**src/rtl/memory_game_pkg.sv**
```systemverilog
// Shared constants, FSM state type and LFSR step for the sequence writer.
package memory_game_pkg;

    localparam int         DEPTH     = 10;
    localparam int         DATA_W    = 4;
    localparam int         ADDR_W    = 4;
    localparam logic [3:0] LFSR_SEED = 4'b1010;

    typedef enum logic [1:0] {
        IDLE  = 2'd0,
        WRITE = 2'd1,
        FILL  = 2'd2,
        FULL  = 2'd3
    } state_t;

    function automatic logic [3:0] lfsr_next(input logic [3:0] q);
        return {q[2:0], q[3] ^ q[2]};
    endfunction

endpackage

```
**src/rtl/btn_sync_edge.sv**
```systemverilog
// Two-flop synchronizer for a raw button plus single-cycle rising-edge pulse.
module btn_sync_edge (
    input  logic clk,
    input  logic rst_n,
    input  logic btn,
    output logic rise
);

    // sync[0..1] resynchronize, sync[2] holds the previous synchronized level
    logic [2:0] sync;

    always_ff @(posedge clk or negedge rst_n) begin
        if (!rst_n) begin
            sync <= 3'b000;
        end else begin
            sync <= {sync[1:0], btn};
        end
    end

    assign rise = sync[1] & ~sync[2];

endmodule

```
**src/rtl/memory_seq_writer.sv**
```systemverilog
// Writes a sequence of entries into BRAM, either one per btn0 press from the
// switches or auto-filled from an LFSR on btn1; btn1 in FULL clears the sequence.
//
// state | meaning
// IDLE  | waiting for a button edge
// WRITE | single manual write of the latched switch value
// FILL  | one LFSR entry written per cycle up to DEPTH-1
// FULL  | sequence complete; only btn1 (clear) is honoured
module memory_seq_writer #(
    parameter int         DEPTH     = memory_game_pkg::DEPTH,
    parameter int         DATA_W    = memory_game_pkg::DATA_W,
    parameter int         ADDR_W    = memory_game_pkg::ADDR_W,
    parameter logic [3:0] LFSR_SEED = memory_game_pkg::LFSR_SEED
) (
    input  logic              clk,
    input  logic              rst_n,
    input  logic [DATA_W-1:0] switches,
    input  logic              btn0,
    input  logic              btn1,
    output logic              bram_we,
    output logic [ADDR_W-1:0] bram_addr,
    output logic [DATA_W-1:0] bram_din,
    output logic [3:0]        seq_len,
    output logic              busy,
    output logic              done
);

    import memory_game_pkg::*;

    state_t            state, state_nxt;
    logic              rise0, rise1;
    logic [ADDR_W-1:0] wr_ptr;
    logic [3:0]        len_q;
    logic [DATA_W-1:0] entry_q;
    logic [3:0]        lfsr;
    logic              last_entry;

    btn_sync_edge u_sync_btn0 (
        .clk   (clk),
        .rst_n (rst_n),
        .btn   (btn0),
        .rise  (rise0)
    );

    btn_sync_edge u_sync_btn1 (
        .clk   (clk),
        .rst_n (rst_n),
        .btn   (btn1),
        .rise  (rise1)
    );

    assign last_entry = (wr_ptr == ADDR_W'(DEPTH - 1));

    always_ff @(posedge clk or negedge rst_n) begin
        if (!rst_n) begin
            state <= IDLE;
        end else begin
            state <= state_nxt;
        end
    end

    // btn0 wins over btn1 in IDLE; edges seen in WRITE/FILL are simply dropped
    always_comb begin
        state_nxt = state;
        unique case (state)
            IDLE:    if (rise0) state_nxt = WRITE;
                     else if (rise1) state_nxt = FILL;
            WRITE:   state_nxt = last_entry ? FULL : IDLE;
            FILL:    if (last_entry) state_nxt = FULL;
            FULL:    if (rise1) state_nxt = IDLE;
            default: state_nxt = IDLE;
        endcase
    end

    always_ff @(posedge clk or negedge rst_n) begin
        if (!rst_n) begin
            wr_ptr  <= '0;
            len_q   <= 4'd0;
            entry_q <= '0;
            lfsr    <= LFSR_SEED;
        end else begin
            if (state == IDLE && rise0) begin
                entry_q <= switches;
            end
            if (state == WRITE || state == FILL) begin
                wr_ptr <= wr_ptr + ADDR_W'(1);
                len_q  <= len_q + 4'd1;
            end
            if (state == FILL) begin
                lfsr <= lfsr_next(lfsr);
            end
            if (state == FULL && rise1) begin
                wr_ptr <= '0;
                len_q  <= 4'd0;
                lfsr   <= LFSR_SEED;
            end
        end
    end

    always_comb begin
        bram_din = '0;
        if (state == WRITE) begin
            bram_din = entry_q;
        end else if (state == FILL) begin
            bram_din = DATA_W'(lfsr);
        end
    end

    assign busy      = (state == WRITE) || (state == FILL);
    assign bram_we   = busy;
    assign done      = (state == FULL);
    assign bram_addr = wr_ptr;
    assign seq_len   = len_q;

endmodule

```
**config.mk**
```make
export PLATFORM = sky130hd
export DESIGN_NAME = memory_seq_writer
export DESIGN_NICKNAME = d
export VERILOG_FILES = /design/src/rtl/memory_game_pkg.sv /design/src/rtl/btn_sync_edge.sv /design/src/rtl/memory_seq_writer.sv
export SDC_FILE = /design/constraint.sdc
export NUM_CORES = 1
export LEC_CHECK = 0
export BUFFER_PORTS_ARGS = -buffer_cell sky130_fd_sc_hd__buf_2
export CAP_MARGIN = 20
export CORE_ASPECT_RATIO = 1.4
export CORE_MARGIN = 2
export CORE_UTILIZATION = 52
export DETAILED_ROUTE_END_ITERATION = 12
export HOLD_SLACK_MARGIN = 0.08
export PLACE_DENSITY = 0.76
export SYNTH_ARGS = -nofsm -noshare
export SYNTH_HDL_FRONTEND = slang
export SYNTH_SLANG_ARGS = --single-unit
export TNS_END_PERCENT = 5
```
**constraint.sdc**
```tcl
create_clock -name clk -period 2.11 [get_ports clk]
set_input_delay 0.211 -clock clk [delete_from_list [all_inputs] [get_ports clk]]
set_output_delay 0.211 -clock clk [all_outputs]
set_load 0.1 [all_outputs]
```
### Word level (Yosys, flattened, before mapping)

Index checks and enable logic that the tools add are counted.
Widths: inputs -> output; s select.

* flip-flop bits (word level): 24
* bits of input ports: 8
* output and inout port bits: 15
* logic and storage cells: 42

* $add $sub $neg: 2
* equal/unequal tests: 7
* muxes and demuxes: 14
* bitwise logic cells: 5
* reduce and logical (&&, ||, !) cells: 7

Operators by type and width (number)
* $mux 4: 8
* $mux 2: 5
* $add 4x1->4 const B: 2
* $pmux 2 s4: 1
* $eq 2x2->1 const B: 2
* $eq 4x4->1 const B: 1
* $reduce_bool 2->1: 2
* $ne 3x3->1 const B: 1
* $reduce_and 3->1: 1
* $and 1x1->1: 2
* $eq 2x1->1 const B: 1
* $logic_and 1x1->1: 2
* $logic_not 2->1: 1
* $ne 2x1->1 const B: 1
* $ne 2x2->1 const B: 1
* $not 1->1: 2
* $logic_or 1x1->1: 1
* $xor 1x1->1: 1

### Logic depth before layout (Yosys ltp)

* depth in word-level cells: 5
* gate-level depth with buffers: 6
* gate-level depth less buffers: 5

### Hierarchy

A second synthesis with hierarchy kept.

* cells, all modules: 101
* area, all modules: 1109.8 sq um

Modules (own cells, without submodules)
* memory_seq_writer: instances 1, cells each 93, area an instance 932.1 sq um, sequential area each 452.9 sq um
* btn_sync_edge: instances 2, cells each 4, area an instance 88.8 sq um, sequential area each 75.1 sq um

### Least setup slack after synthesis

OpenSTA, ideal clock, no wires.

* path kind: register to output
* start: register state[0]
* end: output bram_din[1]
* arrival: 2.999 ns
* data required time: 1.899 ns
* setup slack: -1.100 ns
* cell stages (with the launch flop): 6
* path buffers: 1
* cell sequence: dfrtp_1 inv_1 ha_1 buf_2 nand2_1 o21ai_0

* word-level cells in the longest chain between the ends: 3
* elaborated cells between the ends (all ways): 4
* those cells by class: eq/ne (2); mux (2)

RTL lines
* start, declared: line memory_seq_writer.sv:30 `state_t state, state_nxt;`
* start signal, assigned: line memory_seq_writer.sv:58 `state <= state_nxt;`
* $eq 2x2->1: line memory_seq_writer.sv:104 `end else if (state == FILL) begin`
* $mux 4: line memory_seq_writer.sv:104
* $mux 4 *: line memory_seq_writer.sv:102 `if (state == WRITE) begin`
* end, declared: line memory_seq_writer.sv:22 `output logic [DATA_W-1:0] bram_din,`

Mark *: on every way between the ends. The rest lies on a longest branch, timed or not.

### Worst setup path after layout

* start: register state[0]
* end: output bram_we

* word-level cells in the longest chain between the ends: 2
* elaborated cells between the ends (all ways): 3
* those cells by class: eq/ne (2); reduce/logical (1)

RTL lines
* $eq 2x1->1 or $eq 2x2->1 (tied branches): line memory_seq_writer.sv:109 `assign busy = (state == WRITE) || (state == FILL);`
* $logic_or 1x1->1 *: line memory_seq_writer.sv:109
* end, declared: line memory_seq_writer.sv:20 `output logic bram_we,`

Marks and branches as above.

==> metrics.cfg <==
[synth]
syn_area_sq_um = 1120
synth-async-reset-ratio = 1.00
synth.avg_cell_area_sq_um = 11.3
yosysMostFrequentCell = dfrtp_1
yosysUniqueCellTypes = 26
synth_area_leaders = dfrtp_1, ha_1, mux2_2, dfstp_2, nand2_1
synth_commonest_cells = dfrtp_1, nand2_1, nor2_1
yosys_warnings = 0
synth_nets = 114
synth_area_leader_cell = dfrtp_1
yosys_register_bits = 24
synthFlopType = dfrtp_1
ys_seq_area_frac = 0.537
syn_inst = 99
synth_edf_count = 0
synth.top_cell.area_share = 0.490

[hold_path]
min_path_type = primary input to flop
holdPathStages = 2

[run]
drv_cap = 0

[critical_path]
worstPathArrival_ns = 1.81
cp-start-kind = flop
cp-end-kind = output port
required_ns = 1.90
worstRegToRegCells = 5
crit_type = flop to output port
cp_max_fo = 10

[placed_design]
numPortBuffers = 22
gp_congestion = 0.784
dp_hpwl_um = 1510
pre_cts_slack_ns = 0.304

[route]
via_count = 782
drt_wl_total_um = 2020
detail_route.wl_per_cell_um = 13.9
drt_iter0_drc = 11
final_antenna_net_count = 0
vias_per_cell = 5.39
drc_errors = 0
dr.pass1.iters = 3

[floorplanning]
start_util = 0.563
die_w_um = 43.3
core_sq_um = 2000
rows = 19
io_pins = 23
dieArea_sq_um = 2550
fp.dieH_um = 59

[timing]
maxSlewHeadroom = 0.515
rsz0062_at_grt = true
hold_slack_ns = 0.118
layout_setup_ws_ns = 0.0882
finalClockSkew_ns = 0.00113
final_hold_viol_count = 0
tightest_slew_ns = 0.724
setup_viol = 0
drv_slew = 0
finalSetupTns_ns = 0
fmax_mhz = 495
finalCritPeriodShare = 0.958
post-route-min-period_ns = 2.02

[cts]
clock-sinks = 24
cts-htree-levels = 1
clock_latency_ns = 0.31
cts_root_buf = clkbuf_4
path_clk_slew_ns = 0.12
cts_buffers = 3
cts_tree = yes
post-cts-setup-buffers = 0
cts_buffer_depth = 2

[final_layout]
antennaDiodeCount = 0
final_net_count = 140
area_growth_syn_to_layout_pct = 18.2
drive_above_1_share = 0.323
final_core_util = 0.665

[outcome]
outcome = completed

[grt]
grt_pass1_wl_um = 3480
grt_usage = 0.186
grt_pass1_vias = 822
antenna_found_initial = 0
grt_max_degree = 25
grt_overflow = 0

stage by stage:
stage | std cells | area [sq um]
detailed placement | 138 | 1240
floorplan | 99 | 1130
CTS | 145 | 1320
global placement | 138 | 1240
global route | 145 | 1330
finish | 145 | 1330
state kept, by name, summed over array words and instances, names as in the netlist:
signal            flops
bram_addr             4
entry_q               4
lfsr                  4
seq_len               4
state                 2
u_sync_btn0.sync      3
u_sync_btn1.sync      3
worst max-delay path, cell delays in order (launching register included):
cell,delay [ns]
dfrtp_1,0.43
inv_1,0.11
ha_1,0.53
clkbuf_4,0.42
cells in the final DEF, fill, tap and decap left out:
cell type and n:
a211oi_1 1, a21oi_1 1, a32oi_2 1, and2b_2 1, buf_2 16, buf_4 4
clkbuf_4 5, clkbuf_8 1, dfrtp_1 22, dfstp_2 2, dlygate4sd3_1 3, ha_1 6
ha_2 1, inv_1 7, mux2_2 7, mux2i_1 1, nand2_1 10, nand2b_1 3
nand3b_1 2, nand4_1 2, nand4b_1 1, nor2_1 10, o211ai_1 1, o21ai_1 3
o21ai_2 1, o221ai_1 3, or2_2 1, or3b_1 1, xnor2_1 3, xor2_1 4
logic make-up (layout without fill, tap and decap cells):
logic type / after synthesis / in the layout / share of synthesized area
compound gates: 11 / 11 / 0.0735
xor+xnor: 7 / 7 / 0.0546
fa+ha+maj: 7 / 7 / 0.0779
buf+inv: 11 / 36 / 0.0412
flops: 24 / 24 / 0.537
mux: 8 / 8 / 0.0791
simple gates: 31 / 31 / 0.137
metal layers:
metal,part of all wire,up-vias,global-route usage
met5,0,-,0
met4,0.032,0,0.113
met3,0.032,7,0.0183
met2,0.52,19,0.335
met1,0.41,373,0.208
li1,-,383,-
area by class of cell:
cell class	count	area, sq um
multi-input combinational	64	480
sequential	24	603
fill	156	669
clock buffer	4	36.3
tap	21	26.3
inverter	7	26.3
timing repair buffer	25	155
repair_timing:
item / in CTS / in global routing
setup endpoints to repair: 6 / 6
resized for setup: 4 / 3
endpoints found under the hold margin: 24 / 0
cloned: 0 / 0
hold buffers: 3 / 0
final timing paths:
path	from	to	slack, ns
worst min-delay path	switches[1]	entry_q[1]	0.12
max in group asynchronous	rst_n	lfsr[3]	1.36
worst max register to register	state[0]	state[0]	0.32
worst min register to register	u_sync_btn0.sync[0]	u_sync_btn0.sync[1]	0.37
min in group asynchronous	rst_n	lfsr[0]	0.39
worst max-delay path	state[0]	bram_we	0.09
Power is left out: the tool's default activity adds up to more than one toggle a clock period on the data nets, which glitch-free logic cannot reach.
